[src/rtl/alu_arbiter_if.sv]
// Bundle of the requester, shared-ALU and response signals around alu_arbiter.
// The arbiter uses the slave view; the environment driving requests uses master.
`timescale 1ns/1ps
interface alu_arbiter_if #(
    parameter int WIDTH = 64
);
    logic             req0_valid;
    logic             req0_ready;
    logic [WIDTH-1:0] req0_a;
    logic [WIDTH-1:0] req0_b;
    logic [3:0]       req0_op;
    logic             req1_valid;
    logic             req1_ready;
    logic [WIDTH-1:0] req1_a;
    logic [WIDTH-1:0] req1_b;
    logic [3:0]       req1_op;
    logic [WIDTH-1:0] alu_a;
    logic [WIDTH-1:0] alu_b;
    logic [3:0]       alu_control;
    logic [WIDTH-1:0] alu_result;
    logic             alu_zero;
    logic             alu_overflow;
    logic             rsp_valid;
    logic             rsp_ready;
    logic             rsp_id;
    logic [WIDTH-1:0] rsp_result;
    logic             rsp_zero;
    logic             rsp_overflow;
    logic             rsp_err;

    modport slave (
        input  req0_valid, req0_a, req0_b, req0_op,
        input  req1_valid, req1_a, req1_b, req1_op,
        input  alu_result, alu_zero, alu_overflow, rsp_ready,
        output req0_ready, req1_ready, alu_a, alu_b, alu_control,
        output rsp_valid, rsp_id, rsp_result, rsp_zero, rsp_overflow, rsp_err
    );

    modport master (
        output req0_valid, req0_a, req0_b, req0_op,
        output req1_valid, req1_a, req1_b, req1_op,
        output alu_result, alu_zero, alu_overflow, rsp_ready,
        input  req0_ready, req1_ready, alu_a, alu_b, alu_control,
        input  rsp_valid, rsp_id, rsp_result, rsp_zero, rsp_overflow, rsp_err
    );
endinterface

[src/rtl/alu_arbiter.sv]
// Two-requester round-robin front end for one shared combinational ALU:
// accept one operation, drive the ALU for a cycle, hold the response until taken.
`timescale 1ns/1ps
module alu_arbiter #(
    parameter int WIDTH = 64
) (
    input logic         clk,
    input logic         rst_n,
    alu_arbiter_if.slave bus
);
    typedef enum logic [1:0] {IDLE, EXEC, RESP} state_e;

    state_e           state_q;
    logic             ptr_q;
    logic [WIDTH-1:0] a_q;
    logic [WIDTH-1:0] b_q;
    logic [3:0]       ctrl_q;
    logic             err_q;
    logic             id_q;
    logic             rsp_valid_q;
    logic             rsp_id_q;
    logic [WIDTH-1:0] rsp_result_q;
    logic             rsp_zero_q;
    logic             rsp_ovf_q;
    logic             rsp_err_q;

    logic             any_valid;
    logic             grant_d;
    logic [WIDTH-1:0] a_d;
    logic [WIDTH-1:0] b_d;
    logic [3:0]       op_d;
    logic             err_d;
    logic [3:0]       ctrl_d;

    // NOTE: every signal is assigned on every pass through this block, so no latch is inferred.
    always_comb begin
        any_valid = bus.req0_valid | bus.req1_valid;
        // Pointer only matters when both ask; a lone requester always wins.
        grant_d   = (bus.req0_valid & bus.req1_valid) ? ptr_q : bus.req1_valid;
        a_d       = grant_d ? bus.req1_a  : bus.req0_a;
        b_d       = grant_d ? bus.req1_b  : bus.req0_b;
        op_d      = grant_d ? bus.req1_op : bus.req0_op;
        err_d     = (op_d[3:2] != 2'b00);
        ctrl_d    = err_d ? 4'b0000 : op_d;
    end

    assign bus.req0_ready   = (state_q == IDLE) & any_valid & ~grant_d;
    assign bus.req1_ready   = (state_q == IDLE) & any_valid &  grant_d;
    assign bus.alu_a        = a_q;
    assign bus.alu_b        = b_q;
    assign bus.alu_control  = ctrl_q;
    assign bus.rsp_valid    = rsp_valid_q;
    assign bus.rsp_id       = rsp_id_q;
    assign bus.rsp_result   = rsp_result_q;
    assign bus.rsp_zero     = rsp_zero_q;
    assign bus.rsp_overflow = rsp_ovf_q;
    assign bus.rsp_err      = rsp_err_q;

    // NOTE: state is updated with non-blocking assignments so every register samples pre-edge values.
    always_ff @(posedge clk or negedge rst_n) begin
        if (!rst_n) begin
            state_q      <= IDLE;
            ptr_q        <= 1'b0;
            a_q          <= '0;
            b_q          <= '0;
            ctrl_q       <= 4'b0000;
            err_q        <= 1'b0;
            id_q         <= 1'b0;
            rsp_valid_q  <= 1'b0;
            rsp_id_q     <= 1'b0;
            rsp_result_q <= '0;
            rsp_zero_q   <= 1'b0;
            rsp_ovf_q    <= 1'b0;
            rsp_err_q    <= 1'b0;
        end else begin
            case (state_q)
                IDLE: begin
                    if (any_valid) begin
                        a_q     <= a_d;
                        b_q     <= b_d;
                        ctrl_q  <= ctrl_d;
                        err_q   <= err_d;
                        id_q    <= grant_d;
                        ptr_q   <= ~grant_d;
                        state_q <= EXEC;
                    end
                end
                EXEC: begin
                    // Illegal opcodes report a clean zero result instead of the ALU's add.
                    rsp_result_q <= err_q ? '0 : bus.alu_result;
                    rsp_zero_q   <= err_q ? 1'b0 : bus.alu_zero;
                    rsp_ovf_q    <= err_q ? 1'b0 : bus.alu_overflow;
                    rsp_err_q    <= err_q;
                    rsp_id_q     <= id_q;
                    rsp_valid_q  <= 1'b1;
                    state_q      <= RESP;
                end
                RESP: begin
                    if (bus.rsp_ready) begin
                        rsp_valid_q <= 1'b0;
                        state_q     <= IDLE;
                    end
                end
                default: state_q <= IDLE;
            endcase
        end
    end
endmodule

[src/flat_wrapper.sv]
// flat-port wrapper written by rule: the top's interface ports become plain ports
module alu_arbiter_flat 
#(
    parameter int WIDTH = 64
)
  (clk, rst_n, bus_req0_valid, bus_req0_a, bus_req0_b, bus_req0_op, bus_req1_valid, bus_req1_a, bus_req1_b, bus_req1_op, bus_alu_result, bus_alu_zero, bus_alu_overflow, bus_rsp_ready, bus_req0_ready, bus_req1_ready, bus_alu_a, bus_alu_b, bus_alu_control, bus_rsp_valid, bus_rsp_id, bus_rsp_result, bus_rsp_zero, bus_rsp_overflow, bus_rsp_err);
  alu_arbiter_if #(.WIDTH(WIDTH)) bus_i ();
  input logic clk;
  input logic rst_n;
  input wire logic [$bits(bus_i.req0_valid)-1:0] bus_req0_valid;
  input wire logic [$bits(bus_i.req0_a)-1:0] bus_req0_a;
  input wire logic [$bits(bus_i.req0_b)-1:0] bus_req0_b;
  input wire logic [$bits(bus_i.req0_op)-1:0] bus_req0_op;
  input wire logic [$bits(bus_i.req1_valid)-1:0] bus_req1_valid;
  input wire logic [$bits(bus_i.req1_a)-1:0] bus_req1_a;
  input wire logic [$bits(bus_i.req1_b)-1:0] bus_req1_b;
  input wire logic [$bits(bus_i.req1_op)-1:0] bus_req1_op;
  input wire logic [$bits(bus_i.alu_result)-1:0] bus_alu_result;
  input wire logic [$bits(bus_i.alu_zero)-1:0] bus_alu_zero;
  input wire logic [$bits(bus_i.alu_overflow)-1:0] bus_alu_overflow;
  input wire logic [$bits(bus_i.rsp_ready)-1:0] bus_rsp_ready;
  output wire logic [$bits(bus_i.req0_ready)-1:0] bus_req0_ready;
  output wire logic [$bits(bus_i.req1_ready)-1:0] bus_req1_ready;
  output wire logic [$bits(bus_i.alu_a)-1:0] bus_alu_a;
  output wire logic [$bits(bus_i.alu_b)-1:0] bus_alu_b;
  output wire logic [$bits(bus_i.alu_control)-1:0] bus_alu_control;
  output wire logic [$bits(bus_i.rsp_valid)-1:0] bus_rsp_valid;
  output wire logic [$bits(bus_i.rsp_id)-1:0] bus_rsp_id;
  output wire logic [$bits(bus_i.rsp_result)-1:0] bus_rsp_result;
  output wire logic [$bits(bus_i.rsp_zero)-1:0] bus_rsp_zero;
  output wire logic [$bits(bus_i.rsp_overflow)-1:0] bus_rsp_overflow;
  output wire logic [$bits(bus_i.rsp_err)-1:0] bus_rsp_err;
  assign bus_i.req0_valid = bus_req0_valid;
  assign bus_i.req0_a = bus_req0_a;
  assign bus_i.req0_b = bus_req0_b;
  assign bus_i.req0_op = bus_req0_op;
  assign bus_i.req1_valid = bus_req1_valid;
  assign bus_i.req1_a = bus_req1_a;
  assign bus_i.req1_b = bus_req1_b;
  assign bus_i.req1_op = bus_req1_op;
  assign bus_i.alu_result = bus_alu_result;
  assign bus_i.alu_zero = bus_alu_zero;
  assign bus_i.alu_overflow = bus_alu_overflow;
  assign bus_i.rsp_ready = bus_rsp_ready;
  assign bus_req0_ready = bus_i.req0_ready;
  assign bus_req1_ready = bus_i.req1_ready;
  assign bus_alu_a = bus_i.alu_a;
  assign bus_alu_b = bus_i.alu_b;
  assign bus_alu_control = bus_i.alu_control;
  assign bus_rsp_valid = bus_i.rsp_valid;
  assign bus_rsp_id = bus_i.rsp_id;
  assign bus_rsp_result = bus_i.rsp_result;
  assign bus_rsp_zero = bus_i.rsp_zero;
  assign bus_rsp_overflow = bus_i.rsp_overflow;
  assign bus_rsp_err = bus_i.rsp_err;
  alu_arbiter #(.WIDTH(WIDTH)) u_core (.clk(clk), .rst_n(rst_n), .bus(bus_i));
endmodule
[config.mk]
export PLATFORM = sky130hd
export DESIGN_NAME = alu_arbiter_flat
export DESIGN_NICKNAME = d
export VERILOG_FILES = /design/src/rtl/alu_arbiter_if.sv /design/src/rtl/alu_arbiter.sv /design/src/flat_wrapper.sv
export SDC_FILE = /design/constraint.sdc
export NUM_CORES = 1
export LEC_CHECK = 0
export CAP_MARGIN = 10
export CELL_PAD_IN_SITES_DETAIL_PLACEMENT = 1
export CELL_PAD_IN_SITES_GLOBAL_PLACEMENT = 1
export CORE_AREA = 2 2 212 214
export DETAILED_ROUTE_END_ITERATION = 8
export DIE_AREA = 0 0 214 216
export PLACE_DENSITY = 0.65
export RECOVER_POWER = 25
export SYNTH_ARGS = -nofsm -noshare
export SYNTH_HDL_FRONTEND = slang
export SYNTH_SLANG_ARGS = --single-unit
export TNS_END_PERCENT = 10
[constraint.sdc]
create_clock -name clk -period 1.85 [get_ports clk]
set_clock_uncertainty 0.15 [all_clocks]
set_input_delay 0.37 -clock clk [delete_from_list [all_inputs] [get_ports clk]]
set_output_delay 0.37 -clock clk [all_outputs]
set_load 0.03 [all_outputs]
==> results of run 1 <==
==> layout make-up <==
cell class | count | area, µm²
fillers | 4865 | 27500
repair buffers | 606 | 6060
flip-flops and latches | 206 | 5150
multi-input cells | 488 | 3480
clock buffers | 43 | 805
well taps | 592 | 741
clock inverters | 5 | 118
inverters | 3 | 11.3
diodes | 1 | 2.50
==> path summary, 6_finish.rpt <==
kind                            cells past startpoint  slack, ps                             startpoint                                    end
worst max-delay path                                4       -200          u_core.state_q[0]$_DFFE_PN0P_                         bus_req0_ready
worst min-delay path                                3        240                     bus_alu_result[20]  u_core.bus.rsp_result[20]$_DFFE_PN0P_
worst max register to register                      6          0               u_core.ptr_q$_DFFE_PN0P_        u_core.bus.alu_a[9]$_DFFE_PN0P_
worst min register to register                      2        320  u_core.bus.rsp_result[25]$_DFFE_PN0P_  u_core.bus.rsp_result[25]$_DFFE_PN0P_
max in group asynchronous                           3        140                                  rst_n        u_core.bus.alu_a[9]$_DFFE_PN0P_
min in group asynchronous                           2        370                                  rst_n   u_core.bus.rsp_result[2]$_DFFE_PN0P_
==> metrics by stage <==
step | total power, µW | setup slack, ps | hold slack [ps] | cells | area, µm²
4_1_cts | 29300 | -240 | 213 | 1931 | 16300
3_5_place_dp | 24500 | -318 | 219 | 1875 | 15300
3_3_place_gp | 24300 | -291 | 220 | 1875 | 15300
5_1_grt | 31300 | -268 | 233 | 1943 | 16400
6_report | 29600 | -204 | 238 | 1944 | 16400
2_1_floorplan | 16900 | 174 | -75.6 | 778 | 9040
==> worst reg2reg max path: cells and delay by family, from the launching register on <==
family                 cells  cell delay, ps
AOI/OAI and AO/OA          1             370
buffers and inverters      3             530
DFF                        1             400
and+or+nand+nor            2             260
==> power by group <==
group | total, µW | leakage, µW | switching, µW | internal, µW
sequential | 8030 | 0.00259 | 1300 | 6730
clock | 5460 | 0.000450 | 2080 | 3380
combinational | 16100 | 0.00390 | 9470 | 6670
==> routing by layer <==
| layer | GRT usage | part of all wire |
|---|---|---|
| met5 | 0 | 0.00059 |
| met4 | 0.0331 | 0.016 |
| met3 | 0.0500 | 0.082 |
| met2 | 0.298 | 0.49 |
| met1 | 0.211 | 0.41 |
==> logic make-up after synthesis <==
group | synth area share
compound gates | 0.294
simple gates | 0.0848
mux | 0.00249
flops | 0.570
buf+inv | 0.0483
==> cells in the final DEF, fill, tap and decap left out, types with 2 or more instances in the layout <==
| cell | n |
|---|---|
| clkdlybuf4s50_1 | 333 |
| nand4_1 | 2 |
| buf_4 | 32 |
| nand2_1 | 68 |
| clkbuf_2 | 54 |
| nor2_1 | 3 |
| inv_1 | 3 |
| a21o_1 | 2 |
| clkdlybuf4s15_2 | 49 |
| clkbuf_8 | 9 |
| clkbuf_1 | 12 |
| buf_12 | 17 |
| mux2_2 | 2 |
| a221o_1 | 128 |
| buf_6 | 3 |
| and2_1 | 2 |
| and3_4 | 2 |
| o21ai_0 | 69 |
| nand2b_4 | 2 |
| buf_16 | 2 |
| clkbuf_4 | 3 |
| clkbuf_16 | 33 |
| o211ai_1 | 2 |
| dfrtp_1 | 206 |
| nand2b_1 | 67 |
| a21oi_1 | 3 |
| dlygate4sd2_1 | 17 |
| bufinv_16 | 3 |
| a31oi_1 | 2 |
| clkdlybuf4s15_1 | 81 |
| a21boi_0 | 128 |
==> registers in the layout, indices dropped and copies added, names as in the netlist, 2 cells and up <==
name	count
u_core.bus.alu_b	64
u_core.state_q	2
u_core.bus.alu_a	64
u_core.bus.alu_control	4
u_core.bus.rsp_result	64
==> repair_timing <==
item	CTS	global route
setup buffers	6	3
hold endpoints to repair	42	0
gates resized for setup	380	118
endpoints found under the setup margin	200	207
hold buffers	1	0
cloned	1	9
pin swaps	3	50
==> results, run 1 <==
- Summing over every cut layer, the via total after detailed routing is roughly 9000.
- The net count after synthesis is ~1100.
- The share of final-layout standard cells stronger than drive strength 1 is 0.162.
- The analysis attributes to cell leakage a power of 0.00694 µW.
- Routability-driven placement finished with a final weighted congestion of 0.811.
- The proportion of synthesized chip area in sequential cells is 0.570.
- The slowest stage cell on the critical path is dfrtp_1.
- The highest achievable clock rate is 0.487 GHz.
- In this run, the number of DRC markers left after iteration 0 of detailed routing was 513.
- The remaining max-slew budget at the tightest pin is 0.389.
- The final total negative setup slack is -349 ps.
- The average instance in the mapped netlist occupies around 12 µm².
- Dividing the final minimum period by the clock period gives 1.11.
- The aggregate routed wire length is approximately 43 mm.
- For this design, the sink count on the clock tree is 206.
- The first global-routing pass estimated 62.0 mm of wire.
- dfrtp_1 takes more of the synthesized area than any other cell.
- The total die area is 0.0462 mm².
- The total half-perimeter wirelength after legalization and detailed placement is roughly 30 mm.
- Power spread over the standard cell area amounts to 1810 mW/mm².
- In this run the deepest clock path goes through 3 buffers.
- In this run the worst hold path is classified as input port to register.
- For the worst setup path, the data required time is 1330 ps.
- The most repeated cell in the gate-level netlist after synthesis is dfrtp_1.
- The count of endpoints failing hold in the final timing report came to 0.
- Dividing the detail-routed via count by the number of cells gives 4.56.
- The largest net degree at the start of global routing is 80.
- In this run, synthesis inferred 0 flip-flops with an integrated enable.
- The tool flagged a number of max-cap violations equal to 0.
- The register bit total from synthesis is between 200 and 250.
- The count of pins over their slew limit is 0.
- For this run, the detailed router's first-pass iteration total came to 4.
- The floorplan die height is 216 µm.
- The post-route DRC violation count is 0.
- The worst setup margin is -204 ps.
- The clock transition at the registers of the reported paths is 60 ps.
- The core region is 0.0438 mm².
- The final net count is around 1700.
- After synthesis, the share of flip-flops with an asynchronous set or reset is 1.00.
- After synthesis, the most frequently instantiated cells are 206 x dfrtp_1, 129 x a21boi_0, 128 x a221o_1, 69 x o21ai_0.
- The run finished, with violations left.
- CTS built an H-tree with a depth of 1.
- The peak fanout along the critical path is 3.
- For the worst setup path, the data arrival time is 1530 ps.
- The number of distinct library cell variants in the gate-level netlist after synthesis is 28.
- The clock latency on the worst-skew pair is around 550 ps.
- The final antenna-violating net count is 0.
- The routed wire length per instance is 21.9 µm.
- The signal on the critical path passes through nor2_4, and3_4, buf_12, buf_8.
- The clock root buffer is clkbuf_16.
- The clock tree from TritonCTS is yes.
- STA classifies the critical path startpoint as a register.
- The cell count after synthesis is a little under 800.
- In this design, the largest share of critical-path delay is due to flip-flops.
- The site row count is 77.
- For this configuration, the core starts out at a cell density of 0.206.
- The aggregate global routing overflow is 0.
- The largest single stage delay on the critical path is about 400 ps.
- The utilization after layout is 0.373.
- The maximum vdd ir drop is 0.681 mV.
- The number of warnings issued by yosys is 0.
- Setup violations remaining at the end of the flow were counted as 3.
- The worst setup path is captured at an output pin.
- Pin placement for this block handled 538 I/O pins.
- The port buffer count is between 500 and 600.
- The slew of the pin with the lowest slew margin is 916 ps.
- The total global-route track usage is 0.171.
- Among all flip-flop cells after synthesis, the most frequent one is dfrtp_1.
- The clock period minus worst slack is about 2100 ps.
- The final reports fail on negative setup slack.
- Counting both buffers and inverters, the worst setup path holds a total of 2.
- Setup repair after global routing could not meet its margin everywhere.
- The summed instance area of the synthesized netlist is 0.00904 mm².
- The start-to-end type of the worst setup path is register to output pin.
- The number of global-route vias before repair came to 9717.
- The portion of synthesized cell area occupied by the leading cell type is 0.570.
- The floorplan step set the die width to 214 µm.
- In this run, CTS created clock tree buffers numbering 26.
- Yosys attributes the largest share of cell area to dfrtp_1 57%, a221o_1 14%, a21boi_0 11%.
- Relative to the synthesized area, the layout overhead comes to 81.1%.
- The initial antenna violation count was 3.
No activity file was read; power rests on OpenSTA's default activity.
==> run 2, diff against run 1 <==
--- a/config.mk
+++ b/config.mk
@@ -8,10 +8,11 @@
 export CAP_MARGIN = 10
 export CELL_PAD_IN_SITES_DETAIL_PLACEMENT = 1
 export CELL_PAD_IN_SITES_GLOBAL_PLACEMENT = 1
-export CORE_AREA = 2 2 212 214
+export CORE_AREA = 2 2 211 213
 export DETAILED_ROUTE_END_ITERATION = 8
-export DIE_AREA = 0 0 214 216
-export PLACE_DENSITY = 0.65
+export DIE_AREA = 0 0 213 215
+export DONT_BUFFER_PORTS = 1
+export PLACE_DENSITY = 0.44
 export RECOVER_POWER = 25
 export SYNTH_ARGS = -nofsm -noshare
 export SYNTH_HDL_FRONTEND = slang
==> results, run 2 <==
- The final weighted congestion of routability-driven global placement is 0.737.
- Summed over all instances, the cell type with the most area after synthesis is dfrtp_1.
- The net count after synthesis is 1113.
- The flow did not finish.
- The count of buffers added on input and output ports is 0.
- In this run, distinct cell masters in the synthesized netlist total 28.
- In this run the clock root is driven by a clkbuf_16.
- The H-tree depth reported by CTS is 1.
- Of the synthesized area, sequential elements account for 0.570.
- The floorplan die height is 215 µm.
- The most repeated cell in the gate-level netlist after synthesis is dfrtp_1.
- Summed over all nets, the half-perimeter wirelength after detailed placement is 25.2 mm.
- After clock tree synthesis, the repair step resized 6 gates.
- After floorplanning, the core was divided into 77 placement rows.
- The mean instance size in the synthesized netlist is 11.6 µm².
- In this run the post-CTS setup repair buffer count came out at 7.
- The cell area that synthesis handed to floorplanning was 0.00904 mm².
- The flow halted during clock tree synthesis.
- The portion of synthesized cell area occupied by the leading cell type is 0.570.
- Sorting the synthesized cells by area gives the leading types as dfrtp_1 57%, a221o_1 14%, a21boi_0 11%.
- The tool reported: "[ERROR RSZ-0060] Max buffer count reached".
- The leading register cell type out of synthesis is dfrtp_1.
- The number of warnings issued by yosys is 0.
- Counting every instance in the synthesized netlist gives 778.
- For this run, asynchronously set or reset flops after synthesis account for 1.00.
- The worst slack after detailed placement is 27.3 ps.
- CTS saw 206 sinks.
- After synthesis, the most frequently instantiated cells are 206 x dfrtp_1, 129 x a21boi_0, 128 x a221o_1, 69 x o21ai_0.
- In this run, synthesis produced a sequential element count of between 200 and 250.
- The effective utilization at floorplan is 0.207.
- The number of CTS-inserted buffers is 26.
- The number of hold buffers added after CTS was around 280.
- In this run the count of I/O pins placed on the die edge is approximately 540.
- The clock passes through at most 3 buffers.
- The die is 213 µm wide.
- The number of enable-type register cells in the synthesized netlist is 0.
run 2: cells by family after synthesis:
kind of cell	share of synthesized area
buf+inv	0.0483
flops	0.570
simple gates	0.0848
mux	0.00249
compound gates	0.294
run 2: through the flow:
stage | cell area [µm²] | std cells | hold WS [ps]
detailed placement | 9910 | 1334 | -70.8
global placement | 9910 | 1334 | -70.9
floorplan | 9040 | 778 | -75.6
==> run 3, diff against run 2 <==
--- a/config.mk
+++ b/config.mk
@@ -6,13 +6,11 @@
 export NUM_CORES = 1
 export LEC_CHECK = 0
 export CAP_MARGIN = 10
-export CELL_PAD_IN_SITES_DETAIL_PLACEMENT = 1
-export CELL_PAD_IN_SITES_GLOBAL_PLACEMENT = 1
-export CORE_AREA = 2 2 211 213
+export CORE_MARGIN = 2
+export CORE_UTILIZATION = 20
 export DETAILED_ROUTE_END_ITERATION = 8
-export DIE_AREA = 0 0 213 215
 export DONT_BUFFER_PORTS = 1
-export PLACE_DENSITY = 0.44
+export PLACE_DENSITY_LB_ADDON = 0.15
 export RECOVER_POWER = 25
 export SYNTH_ARGS = -nofsm -noshare
 export SYNTH_HDL_FRONTEND = slang
==> results, run 3 <==
- The flow did not finish.
- The flow halted during clock tree synthesis.
- The tool reported: "[ERROR RSZ-0060] Max buffer count reached".
- Yosys attributes the largest share of cell area to dfrtp_1 57%, a221o_1 14%, a21boi_0 11%.
- The largest family of logic cells by synthesized area is compound AO/OA/AOI/OAI gates.
- Of the total synthesized cell area, the portion taken by AND, OR, NAND and NOR gates is 0.0848.
- The number of enable-type register cells in the synthesized netlist is 0.
- After synthesis, the share of cell area in mux cells is 0.00249.
- The port buffer count is 0.
- The synthesized design contains about 210 register bits.
- The floorplan has 77 rows.
- The final weighted congestion of routability-driven global placement is 0.749.
- After synthesis the cells add up to 0.00904 mm².
- The share of synthesized area in the top cell type comes to 0.570.
- The clock drives 206 sinks.
- The HPWL after detailed placement is 24.0 mm.
- Pin placement for this block handled 538 I/O pins.
- Of the total synthesized cell area, the portion taken by XOR and XNOR cells is 0.
- Of the synthesized area, sequential elements account for 0.570.
- The effective utilization at floorplan is 0.204.
- The number of distinct library cell variants in the gate-level netlist after synthesis is 28.
- TritonCTS created 26 clock buffers.
- The die is 217 µm wide.
- In this run, post-CTS hold repair placed 276 buffers.
- The adder-cell share of the synthesized area is 0.
- The number of warnings issued by yosys is 0.
- The biggest area contributor in the post-synthesis netlist is dfrtp_1.
- The post-cts sizing count is 6.
- The complex-gate fraction of the synthesized area was 0.294.
- dfrtp_1 is the most common cell in the netlist.
- The clock root buffer is clkbuf_16.
- Counting flops with an async set or reset pin after synthesis yields a share of 1.00.
- In the synthesized netlist, the cells that appear most often are 206 x dfrtp_1, 129 x a21boi_0, 128 x a221o_1, 69 x o21ai_0.
- After synthesis, the mean cell area works out to 11.6 µm².
- The leading register cell type out of synthesis is dfrtp_1.
- Measured along the y axis, the die boundary spans 217 µm.
- In this run the post-CTS setup repair buffer count came out at 6.
- The cell count after synthesis is 778.
- The number of buffers between clock root and the deepest sink is 3.
- The number of nets in the synthesized netlist is around 1100.
- The H-tree depth reported by CTS is 1.
-- run 3: cell counts after synthesis --
No cell type changed its count.
-- run 3: logic make-up after synthesis --
logic type | after synthesis
flip-flops | 206
multiplexers | 2
AND/OR/NAND/NOR | 150
AO/OA/AOI/OAI | 336
buffers and inverters | 84
-- run 3: stage by stage --
stage / utilization / worst slack [ps] / cells / instance area [µm²] / hold WS [ps]
floorplan: - / 174 / 778 / 9040 / -75.6
global placement: 0.221 / 109 / 1323 / 9830 / -70.8
detailed placement: 0.221 / 86.5 / 1323 / 9830 / -71.0
